<file path="config.mk">
export PLATFORM = sky130hd
export DESIGN_NAME = gpio_mmio_ctrl
export DESIGN_NICKNAME = d
export VERILOG_FILES = /design/src/rtl/gpio_mmio_ctrl.sv
export SDC_FILE = /design/constraint.sdc
export NUM_CORES = 1
export LEC_CHECK = 0
export BUFFER_PORTS_ARGS = -buffer_cell sky130_fd_sc_hd__clkbuf_2
export CORE_MARGIN = 4
export CORE_UTILIZATION = 40
export CTS_BUF_LIST = sky130_fd_sc_hd__clkbuf_8
export DETAILED_ROUTE_END_ITERATION = 7
export REMOVE_ABC_BUFFERS = 1
export SLEW_MARGIN = 20
export SYNTH_ARGS = -nofsm -noshare
export SYNTH_HDL_FRONTEND = slang
export SYNTH_SLANG_ARGS = --single-unit
</file>
<file path="constraint.sdc">
create_clock -name CLK -period 1.3 [get_ports CLK]
set_clock_uncertainty 0.05 [all_clocks]
set_input_delay 0.065 -clock CLK [delete_from_list [all_inputs] [get_ports CLK]]
set_output_delay 0.065 -clock CLK [all_outputs]
set_load 0.1 [all_outputs]
</file>
<file path="src/rtl/gpio_mmio_ctrl.sv">
// Memory-mapped GPIO: synchronised/debounced switches, LED and 7-seg registers, edge capture, masked irq.
// Latency: writes land on the next CLK edge; reads are combinational; a switch change reaches IN DEB_CYCLES+2 edges after it is first sampled.
// Backpressure: none; the bus is always ready and every selected access completes in the cycle it is presented.
//
// Ports: CLK/RST_N (async active-low), bus_sel/bus_we/bus_addr/bus_wdata/bus_rdata (word-offset register bus),
//        DIN_SW (raw switches), DOUT_LD (LEDs), DOUT_7S (hex nibbles, digit 0 in [3:0]), irq (registered).
// Register map: 0 IN, 1 LED, 2 SEG, 3 EDGE (W1C), 4 IRQ_EN, 5 LED_SET, 6 LED_CLR, 7 reserved/BLINK.
// Optional build macro GPIO_BLINK_EN: offset 7 becomes BLINK and a free-running phase masks the blinking LEDs.

module gpio_mmio_ctrl #(
    parameter int DIN_W      = 16,
    parameter int DOUT_W     = 16,
    parameter int NDIGITS    = 4,
    parameter int DEB_CYCLES = 4,
    parameter int BLINK_DIV  = 25000000
) (
    input  logic                   CLK,
    input  logic                   RST_N,
    input  logic                   bus_sel,
    input  logic                   bus_we,
    input  logic [2:0]             bus_addr,
    input  logic [31:0]            bus_wdata,
    output logic [31:0]            bus_rdata,
    input  logic [DIN_W-1:0]       DIN_SW,
    output logic [DOUT_W-1:0]      DOUT_LD,
    output logic [4*NDIGITS-1:0]   DOUT_7S,
    output logic                   irq
);

    localparam int SEG_W = 4 * NDIGITS;
    localparam int CNT_W = $clog2(DEB_CYCLES + 1);
    localparam logic [CNT_W-1:0] DEB_LAST = CNT_W'(DEB_CYCLES - 1);

    logic [DIN_W-1:0]  sync_a, sync_b;
    logic [DIN_W-1:0]  in_q, in_d;
    logic [CNT_W-1:0]  deb_cnt [DIN_W];
    logic [CNT_W-1:0]  cnt_d   [DIN_W];
    logic [DOUT_W-1:0] led_q, led_d;
    logic [SEG_W-1:0]  seg_q;
    logic [DIN_W-1:0]  edge_q, edge_d, w1c_mask;
    logic [DIN_W-1:0]  irq_en_q;

    logic wr, rd;
    assign wr = bus_sel & bus_we;
    assign rd = bus_sel & ~bus_we;

    // Debounce: the counter runs only while the synchronised bit disagrees
    // with the debounced bit. For a single bit, "synchronised bit changed"
    // while disagreeing implies it now agrees, so one compare covers both
    // counter-reset conditions.
    always_comb begin
        in_d = in_q;
        for (int i = 0; i < DIN_W; i++) begin
            cnt_d[i] = '0;
            if (sync_b[i] != in_q[i]) begin
                if (deb_cnt[i] == DEB_LAST) begin
                    in_d[i] = sync_b[i];
                end else begin
                    cnt_d[i] = deb_cnt[i] + CNT_W'(1);
                end
            end
        end
    end

    // Rising debounced edges are ORed in after the W1C so a same-edge set wins.
    assign w1c_mask = (wr && bus_addr == 3'd3) ? bus_wdata[DIN_W-1:0] : '0;
    assign edge_d   = (edge_q & ~w1c_mask) | (in_d & ~in_q);

    always_comb begin
        led_d = led_q;
        if (wr) begin
            case (bus_addr)
                3'd1:    led_d = bus_wdata[DOUT_W-1:0];
                3'd5:    led_d = led_q | bus_wdata[DOUT_W-1:0];
                3'd6:    led_d = led_q & ~bus_wdata[DOUT_W-1:0];
                default: led_d = led_q;
            endcase
        end
    end

    always_ff @(posedge CLK or negedge RST_N) begin
        if (!RST_N) begin
            sync_a   <= '0;
            sync_b   <= '0;
            in_q     <= '0;
            led_q    <= '0;
            seg_q    <= '0;
            edge_q   <= '0;
            irq_en_q <= '0;
            irq      <= 1'b0;
            for (int i = 0; i < DIN_W; i++) begin
                deb_cnt[i] <= '0;
            end
        end else begin
            sync_a <= DIN_SW;
            sync_b <= sync_a;
            in_q   <= in_d;
            for (int i = 0; i < DIN_W; i++) begin
                deb_cnt[i] <= cnt_d[i];
            end
            led_q  <= led_d;
            edge_q <= edge_d;
            if (wr && bus_addr == 3'd2) seg_q    <= bus_wdata[SEG_W-1:0];
            if (wr && bus_addr == 3'd4) irq_en_q <= bus_wdata[DIN_W-1:0];
            // Built from the pre-edge EDGE/IRQ_EN, hence one cycle behind them.
            irq <= |(edge_q & irq_en_q);
        end
    end

`ifdef GPIO_BLINK_EN
    localparam int BCNT_W = (BLINK_DIV > 1) ? $clog2(BLINK_DIV) : 1;
    localparam logic [BCNT_W-1:0] BLINK_LAST = BCNT_W'(BLINK_DIV - 1);

    logic [DOUT_W-1:0] blink_q, blink_d, ld_q;
    logic [BCNT_W-1:0] bcnt_q, bcnt_d;
    logic              phase_q, phase_d;

    always_comb begin
        blink_d = (wr && bus_addr == 3'd7) ? bus_wdata[DOUT_W-1:0] : blink_q;
        bcnt_d  = bcnt_q + BCNT_W'(1);
        phase_d = phase_q;
        if (bcnt_q == BLINK_LAST) begin
            bcnt_d  = '0;
            phase_d = ~phase_q;
        end
    end

    // LED output is a flop fed from next-state values so it stays glitch-free
    // and still follows an LED write on the very next edge.
    always_ff @(posedge CLK or negedge RST_N) begin
        if (!RST_N) begin
            blink_q <= '0;
            bcnt_q  <= '0;
            phase_q <= 1'b0;
            ld_q    <= '0;
        end else begin
            blink_q <= blink_d;
            bcnt_q  <= bcnt_d;
            phase_q <= phase_d;
            ld_q    <= led_d & ~(blink_d & {DOUT_W{phase_d}});
        end
    end

    assign DOUT_LD = ld_q;
`else
    assign DOUT_LD = led_q;
`endif

    assign DOUT_7S = seg_q;

    always_comb begin
        bus_rdata = '0;
        if (rd) begin
            case (bus_addr)
                3'd0:    bus_rdata[DIN_W-1:0]  = in_q;
                3'd1:    bus_rdata[DOUT_W-1:0] = led_q;
                3'd2:    bus_rdata[SEG_W-1:0]  = seg_q;
                3'd3:    bus_rdata[DIN_W-1:0]  = edge_q;
                3'd4:    bus_rdata[DIN_W-1:0]  = irq_en_q;
`ifdef GPIO_BLINK_EN
                3'd7:    bus_rdata[DOUT_W-1:0] = blink_q;
`endif
                default: bus_rdata = '0;
            endcase
        end
    end

endmodule
</file>
==> Yosys cells after proc, flatten, opt, wreduce, memory -nomap -nowiden <==
Cells that the tools add are included.
{ "totals": {"reg_bits": 161, "input_bits": 55, "elab_cells": 165} }
{ "op_classes": {"addsub": 16, "n_eq_ne": 38, "muxes": 68, "bitwise": 12, "reduce_logical": 7} }
{ "op_table": {"columns": ["operator", "n"], "rows": [
  ["$mux W3", 32],
  ["$pmux W16 S5", 1],
  ["$and A16 B16 Y16", 4],
  ["$eq A3 B2 Y1 const B", 18],
  ["$add A3 B1 Y3 const B", 16],
  ["$not A16 Y16", 3],
  ["$pmux W16 S3", 1],
  ["$mux W1", 32],
  ["$mux W16", 2],
  ["$or A16 B16 Y16", 2],
  ["$ne A1 B1 Y1", 16],
  ["$reduce_or A16 Y1", 1],
  ["$eq A3 B3 Y1 const B", 3],
  ["$eq A3 B1 Y1 const B", 1],
  ["$logic_and A1 B1 Y1", 3],
  ["$logic_not A3 Y1", 1],
  ["$reduce_bool A3 Y1", 1],
  ["$and A1 B1 Y1", 2],
  ["$reduce_and A2 Y1", 1],
  ["$not A1 Y1", 1]
]} }

==> Depth between registers and ports, before layout <==
Gate-level depths: netlist of run 1.
{ "depth": {"word_depth": 6, "ltp_mapped": 6} }

==> Worst setup path before layout of run 1 <==
Ideal clock, no wire load.
{ "synth_path": {"kind": "flip-flop to output port", "start": "register led_q[14] (netlist: DOUT_LD[14])", "end": "output port bus_rdata[14]", "arrival_time_ns": 2.927, "slack_ns": -1.742, "stages_incl_launch_ff": 4, "path_buffers": 0, "path_cell_list": "dfrtp_1 mux2_2 nand2_1 a31oi_1"} }
{ "synth_between": {"elab_chain_len": 2} }
{ "synth_rtl": {"columns": ["item", "line_no", "rtl"], "rows": [
  ["from (decl)", "38", "logic [DOUT_W-1:0] led_q, led_d;"],
  ["from (signal assigned)", "101", "led_q <= led_d;"],
  ["$pmux W16 S5", "154", "case (bus_addr)"],
  ["$mux W16", "153", "if (rd) begin"],
  ["to (decl)", "23", "output logic [31:0] bus_rdata,"]
]} }
Every way passes these cells.

==> Worst setup path in the final report of run 1 <==
{ "layout_path": {"start": "register irq_en_q[14]", "end": "output port bus_rdata[14]"} }
{ "layout_between": {"elab_chain_len": 2} }
{ "layout_rtl": {"columns": ["item", "line_no", "rtl"], "rows": [
  ["from (decl)", "41", "logic [DIN_W-1:0] irq_en_q;"],
  ["from (signal assigned)", "104", "if (wr && bus_addr == 3'd4) irq_en_q <= bus_wdata[DIN_W-1:0];"],
  ["$pmux W16 S5", "154", null],
  ["$mux W16", "153", null]
]} }
Every way passes these cells.

==> metrics.yaml, run 1 <==
grt.overflow.total: 0
wire_per_inst_um: 17.8
coreArea_um2: 16800
post-route-period-util_pct: 140
die_width_um: 139
globalplace.congestion: 0.811
num-fill-cells: 1371
p_int_mw: 11.9
synth_common_cells: "dfrtp_1 (161), nor2b_1 (45), mux2_2 (38), a22oi_1 (30)"
initial_core_util_pct: 41.2
routed_wl_um: 17300
arrival_ns: 1.70
grt_max_degree: 46
portBuffers: 87
hold_viol: 0
p_seq_share_pct: 37.7
die_area_um2: 19400
startpoint_type: "flop"
cts_tree: "done"
final_antenna_net_count: 0
track_usage_pct: 18.6
cts_buffer_depth: 2
avgSynthCellArea_um2: 12.7
diodes: 0
grt_pass1_vias: 5509
grt_setup_unrepaired: "yes"
numCtsBuffers: 17
setup_ws_ns: -0.518
dpl_worst_slack_ns: -0.292
yosysMostFrequentCell: "dfrtp_1"
synth_warnings: 0
worstSetupEndpointType: "output pin"
clkLatencyLatePin_ns: 0.45
dp_hpwl_um: 12300
clk_pin_slew_ns: 0.08
p_sw_mw: 7.56
drc: 0
htree_levels: 4
drv_slew: 0
root_buffer: "clkbuf_8"
combPwrFrac_pct: 44.3
synth_top_area_share_pct: 58.3
drt-initial-drc-count: 270
yosys_register_bits: 161
p_clk_share_pct: 18.0
synth-edff-count: 0
num_vias: 5006
cts.sink_count: 161
setup_violations: 19
area_delta_synth_final_pct: 41.2
min_period_ns: 1.82
outcome: "finished with violations"
yosysSeqAreaShare_pct: 58.3
synthCells: 545
ys.flop_type: "dfrtp_1"
yosys.area.top_type: "dfrtp_1"
grt_pass1_wl_um: 28700
p_leak_nw: 4.33
async_flop_share_pct: 100
fin_tns_setup_ns: -6.09
final_nets: 811
synth.area.top_cells: "dfrtp_1 (58%), mux2_2 (6.2%), nor2b_1 (4.1%)"
ys_types: 39
peakVddDrop_mv: 1.22
io_pins: 120
cap_viol_max_count: 0
rows: 47
crit_fanout: 3
antenna_found_initial: 0
drive_gt1_share_pct: 36.4
critPathKind: "reg2out"
p_per_area_nw_per_um2: 2000
critical_path_required_ns: 1.19
die_h_um: 139
violations: "setup timing"
syn_area_um2: 6910
hp-class: "in2async"
via_per_inst: 5.14
swShare_pct: 38.8
fin_util_pct: 58.2
firstDrtPassIters: 4
timing.fmax_mhz: 550
[power by group through the flow]
stage / Sequential [mW] / Clock, mW / Combinational (mW)
after floorplan: 9.30 / 0 / 2.67
after global placement: 7.31 / 0 / 7.44
after detailed placement: 7.41 / 0 / 7.69
after CTS: 7.29 / 3.60 / 8.48
after global routing: 7.49 / 3.87 / 9.18
final: 7.34 / 3.51 / 8.64
[cell families after synthesis]
family | after synthesis | synth area share (%)
flops | 161 | 58.3
simple gates | 144 | 12.8
mux | 49 | 7.97
fa+ha+maj | 16 | 2.90
other cells | 1 | 0.0543
compound gates | 105 | 11.5
buf+inv | 53 | 4.40
xor+xnor | 16 | 2.03
[routing by layer]
metal  global-route usage (%)  wire length [um]  vias to the layer above
li1                         -                 -                     2332
met1                     23.2              7310                     2526
met2                     31.4              8780                      115
met3                     4.12               740                       33
met4                     7.52               503                        0
met5                        0                 0                        -
[final cells by class]
| class | count | area (um2) | area share (%) |
|---|---|---|---|
| well taps | 220 | 275 | 2.82 |
| inverters | 16 | 60.1 | 0.615 |
| flip-flops and latches | 161 | 4030 | 41.3 |
| repair buffers | 198 | 2170 | 22.2 |
| multi-input cells | 346 | 2840 | 29.1 |
| clock inverters | 10 | 83.8 | 0.859 |
| clock buffers | 22 | 303 | 3.10 |
[state kept, by name, summed over array words and instances, names as in the netlist]
register,flops
DOUT_7S,16
DOUT_LD,16
deb_cnt,48
edge_q,16
in_q,16
irq,1
irq_en_q,16
sync_a,16
sync_b,16
[worst paths after layout]
path,cells past startpoint,to,slack (ns),from
worst max register to register,5,irq$_DFF_PN0_,-0.08,edge_q[10]$_DFF_PN0_
min in group CLK,4,edge_q[9]$_DFF_PN0_,0.17,bus_addr[1]
max in group asynchronous,3,in_q[8]$_DFF_PN0_,0.54,RST_N
worst max-delay path,5,bus_rdata[14],-0.52,irq_en_q[14]$_DFFE_PN0P_
worst min-delay path,2,deb_cnt[6]$_DFF_PN0_,0.05,RST_N
worst min register to register,0,sync_b[14]$_DFF_PN0_,0.30,sync_a[14]$_DFF_PN0_
[cells in the final DEF (no fill, tap or decap), types with 2 or more instances in the layout]
cell / instances
a22oi_1: 15
clkbuf_2: 37
clkinvlp_4: 4
and2_1: 12
dfrtp_1: 161
buf_6: 27
nor3_1: 16
and2_0: 4
a22oi_2: 15
a32o_1: 16
a221o_1: 16
mux2_4: 7
a221oi_2: 3
o21ai_0: 17
and3_1: 2
inv_1: 17
nor3b_4: 2
nor2b_1: 45
buf_12: 47
a22o_1: 3
a21oi_2: 15
clkbuf_8: 22
ha_1: 16
buf_4: 54
nor3b_1: 22
conb_1: 16
clkinv_2: 4
xnor2_1: 16
mux2_1: 10
dlygate4sd3_1: 33
nand3_1: 16
nand2_1: 18
mux2_2: 31
[per-stage QoR]
step           power [mW]  hold WS, ns  cell area (um2)  std cells
5_1_grt              20.5       0.0756             9760        973
2_1_floorplan        12.0       -0.281             6720        523
4_1_cts              19.4       0.0459             9660        970
3_3_place_gp         14.7      -0.0371             8650        897
6_report             19.5       0.0520             9760        973
3_5_place_dp         15.1      -0.0343             8650        897
[worst max-delay path: stages (launching register included)]
cell and delay [ns]:
dfrtp_1 0.37, mux2i_1 0.07, or3_1 0.32, a31oi_2 0.18, buf_4 0.16, buf_12 0.16
[timing repair]
action | in CTS | in global routing
hold buffers | 33 | 0
gates resized for setup | 48 | 23
hold endpoints to repair | 241 | 0
buffers inserted | 13 | 7
pin swaps | 14 | 13
cloned | 0 | 0
setup endpoints to repair | 21 | 40
No activity file was read; power rests on OpenSTA's default activity.
==> run 2, diff against run 1 <==
- CORE_UTILIZATION: 40 -> 45
- PLACE_DENSITY: unset -> 0.66
==> metrics.yaml, run 2 (synthesis gave the netlist of run 1 again) <==
outcome: "finished with violations"
violations: "setup timing"
drt-initial-drc-count: 345
setup_violations: 18
reg2reg_slack_ns: -0.04
p_int_mw: 12.2
p_clk_share_pct: 19.1
grt_pass1_vias: 5561
via_per_inst: 5.47
wire_per_inst_um: 18.5
placedCellCount: 870
initial_core_util_pct: 45.6
drv_slew: 0
die_h_um: 132
dp_hpwl_um: 12300
post-route-period-util_pct: 139
root_buffer: "clkbuf_8"
peakVddDrop_mv: 1.35
worstSetupEndpointType: "output pin"
routed_wl_um: 17700
cts.sink_count: 161
cpPeakStageDelay_ns: 0.41
clk_pin_slew_ns: 0.09
firstDrtPassIters: 5
grt_setup_unrepaired: "yes"
dpl_worst_slack_ns: -0.287
worstPathCellList: "buf_6 > mux2_4 > a22oi_2 > a21oi_2 > buf_12"
cts_tree: "done"
p_sw_mw: 7.80
numCtsBuffers: 17
area_delta_synth_final_pct: 42.4
startpoint_type: "flop"
regArea_um2: 4030
crit_fanout: 2
swShare_pct: 39.0
fin_tns_setup_ns: -6.40
htree_levels: 4
critPathKind: "reg2out"
min_period_ns: 1.81
combPwrFrac_pct: 43.9
p_per_area_nw_per_um2: 2030
grt_pass1_wl_um: 28800
hp-class: "in2async"
diodes: 0
timing.fmax_mhz: 553
rows: 45
final_cell_mix: "dfrtp_1 (161), buf_4 (71), nor2b_1 (45), buf_12 (41), clkbuf_2 (37)"
drive_gt1_share_pct: 38.0
path_buf_inv: 2
cap_viol_max_count: 0
die_area_um2: 17400
ff2ff_path_depth: 4
track_usage_pct: 20.9
coreArea_um2: 15100
num_vias: 5231
r2r-end: "irq$_DFF_PN0_"
critical_path_required_ns: 1.19
final_antenna_net_count: 0
cts_buffer_depth: 2
multiInputGateArea_um2: 2860
globalplace.congestion: 0.856
clkLatencyLatePin_ns: 0.46
p_seq_share_pct: 36.9
regMostFlops: "deb_cnt"
grt.overflow.total: 0
portBuffers: 87
antenna_found_initial: 0
whs_ns: 0.0426
crit_family: "flip-flops"
p_leak_nw: 4.42
io_pins: 120
largest_reg_flops: 48
final_nets: 828
final_common_cell: "dfrtp_1"
die_width_um: 132
final_cells: 957
drc: 0
num-fill-cells: 1084
grt_max_degree: 41
hold_viol: 0
setup_ws_ns: -0.510
reg2reg_from: "edge_q[13]$_DFF_PN0_"
cp_slowest_cell: "dfrtp_1"
arrival_ns: 1.69
[run 2: cell types whose count changed in the layout (fill, tap and decap cells not counted), moves of 2 or more]
cell / change
mux2_2: -2
clkinv_2: -2
mux2_4: +2
buf_4: +17
inv_6: +2
clkbuf_8: -5
buf_6: +6
clkinv_4: +2
inv_8: +2
buf_12: -6
bufinv_16: +2
[run 2: per-layer routing]
layer / wire length (um) / track usage (%)
met2: 9120 / 35.2
met5: 0 / 0
met1: 7190 / 26.1
met3: 906 / 5.15
met4: 447 / 7.70
[run 2: worst max-delay path by stage]
| stage | start | to | cells after the start |
|---|---|---|---|
| after detailed placement | bus_addr[1] | bus_rdata[0] | 6 |
| final | edge_q[1]$_DFF_PN0_ | bus_rdata[1] | 5 |
| after CTS | in_q[14]$_DFF_PN0_ | bus_rdata[14] | 5 |
| after floorplan | DOUT_LD[14]$_DFFE_PN0P_ | bus_rdata[14] | 3 |
| after global placement | bus_addr[1] | bus_rdata[0] | 6 |
| after global routing | in_q[14]$_DFF_PN0_ | bus_rdata[14] | 5 |
[run 2: area by class of cell]
cell class	count	share of cell area (%)
Inverter	16	0.610
Tap cell	188	2.39
Clock buffer	17	2.38
Clock inverter	14	1.83
Timing Repair Buffer	215	22.8
Sequential cell	161	40.9
Multi-Input combinational cell	346	29.1
[run 2: repair_timing]
| action | CTS | global route |
|---|---|---|
| gates cloned | 0 | 0 |
| setup endpoints to repair | 28 | 42 |
| setup buffers | 15 | 16 |
| pin swaps | 7 | 10 |
| gates resized for setup | 45 | 35 |
| endpoints found under the hold margin | 241 | 0 |
| hold buffers | 33 | 0 |
[run 2: per-stage QoR]
stage	util, %	area (um2)	total power [mW]
floorplan	-	6720	12.0
global placement	56.6	8580	14.6
detailed placement	56.6	8580	14.9
CTS	63.4	9600	19.5
global route	65.0	9840	21.0
finish	65.0	9840	20.0
[run 2: power groups by stage]
stage          logic (mW)  clock network (mW)  registers, mW
2_1_floorplan        2.67                   0           9.30
3_3_place_gp         7.31                   0           7.32
3_5_place_dp         7.55                   0           7.40
4_1_cts              8.26                3.93           7.30
5_1_grt              9.30                4.15           7.53
6_report             8.78                3.82           7.38
==> run 3, diff against run 2 <==
- PLACE_DENSITY: 0.66 -> 0.62
==> metrics.yaml, run 3 (synthesis gave the netlist of run 1 again) <==
drv_slew: 0
clkLatencyLatePin_ns: 0.47
die_width_um: 132
clk_pin_slew_ns: 0.10
largest_reg_flops: 48
globalplace.congestion: 0.819
die_h_um: 132
grt_max_degree: 49
initial_core_util_pct: 45.6
root_buffer: "clkbuf_8"
drc: 0
cp-startpoint: "edge_q[4]$_DFF_PN0_"
cts_tree: "done"
final_nets: 826
via_per_inst: 5.38
r2r-end: "irq$_DFF_PN0_"
grt_setup_unrepaired: "yes"
fin_tns_setup_ns: -6.76
grt_pass1_wl_um: 28700
numCtsBuffers: 17
track_usage_pct: 21.0
wire_per_inst_um: 18.3
outcome: "finished with violations"
peakVddDrop_mv: 1.60
cts.sink_count: 161
crit_fanout: 2
diodes: 0
fin_area_um2: 9820
portBuffers: 87
final_cell_mix: "dfrtp_1 (159), buf_4 (64), nor2b_1 (45), buf_12 (44), clkbuf_2 (37)"
antenna_found_initial: 0
final_common_cell: "dfrtp_1"
post-route-period-util_pct: 143
worstSetupEndpointType: "output pin"
cap_viol_max_count: 0
dp_hpwl_um: 12300
htree_levels: 4
cts_buffer_depth: 2
reg2reg_from: "edge_q[13]$_DFF_PN0_"
reg2reg_slack_ns: 0
hp-class: "in2async"
p_per_area_nw_per_um2: 2000
final_antenna_net_count: 0
area_delta_synth_final_pct: 42.0
critPathKind: "reg2out"
ff2ff_path_depth: 4
coreArea_um2: 15100
drive_gt1_share_pct: 37.5
rows: 45
timing.fmax_mhz: 540
die_area_um2: 17400
critical_path_required_ns: 1.19
grt_pass1_vias: 5528
grt.overflow.total: 0
startpoint_type: "flop"
num-fill-cells: 1129
io_pins: 120
regMostFlops: "deb_cnt"
routed_wl_um: 17500
min_period_ns: 1.85
arrival_ns: 1.74
drt-initial-drc-count: 254
num_vias: 5140
setup_ws_ns: -0.553
placed_area_um2: 8640
hold_viol: 0
violations: "setup timing"
firstDrtPassIters: 4
p_leak_nw: 4.40
setup_violations: 20
[run 3: changes by cell type in the layout (fill, tap and decap cells not counted), sizes merged]
| cell | delta |
|---|---|
| buf | -2 |
| inv | +5 |
| clkinvlp | -2 |
| bufinv | -2 |
[run 3: how the worst max path moves through the flow]
stage,cells after the start,slack [ns],end
floorplan,3,-1.77,bus_rdata[14]
global placement,8,-0.27,bus_rdata[15]
detailed placement,8,-0.29,bus_rdata[15]
CTS,5,-0.57,bus_rdata[14]
global route,5,-0.64,bus_rdata[14]
finish,5,-0.55,bus_rdata[4]
[run 3: worst max-delay path, stage by stage (launching register included)]
cell and delay (ns):
dfrtp_1 0.40, mux2_2 0.27, a22oi_1 0.20, a21oi_1 0.10
buf_4 0.15, buf_12 0.15
[run 3: metrics by stage]
step,hold WS [ns],total power [mW],worst slack (ns),utilization (%),cells
final,0.0227,19.7,-0.553,64.8,956
after global placement,-0.0482,14.7,-0.269,57.0,873
after detailed placement,-0.0421,15.0,-0.290,57.0,873
after floorplan,-0.281,12.0,-1.77,-,523
after CTS,0.0167,19.4,-0.573,63.8,947
after global routing,0.0129,20.7,-0.638,64.8,956
[run 3: per-layer routing]
metal  global-route usage [%]  up-vias  part of all wire, %
met1                     26.3     2633                   43
met5                        0        -                    0
met3                     5.31       27                  4.2
li1                         -     2365                    -
met4                     7.53        0                  2.0
met2                     35.4      115                   50
[run 3: area by class of cell]
| type | instances | area, um2 | share of cell area (%) |
|---|---|---|---|
| inverters | 16 | 60.1 | 0.612 |
| clock inverters | 15 | 146 | 1.49 |
| multi-input cells | 346 | 2820 | 28.8 |
| well taps | 188 | 235 | 2.40 |
| repair buffers | 213 | 2290 | 23.3 |
| clock buffers | 17 | 234 | 2.38 |
| flip-flops and latches | 161 | 4030 | 41.1 |
[run 3: where the power goes]
group	internal [mW]	switching, mW	total (mW)
sequential	6.34	1.01	7.35
clock	1.57	2.02	3.59
combinational	3.90	4.81	8.72
total	11.8	7.85	19.7
[run 3: timing repair]
item	4_1_cts	5_1_grt
gates resized for setup	57	26
cloned	0	0
hold endpoints to repair	241	0
hold buffers	33	0
buffers inserted	16	14
setup endpoints to repair	38	42
pin swaps	11	11
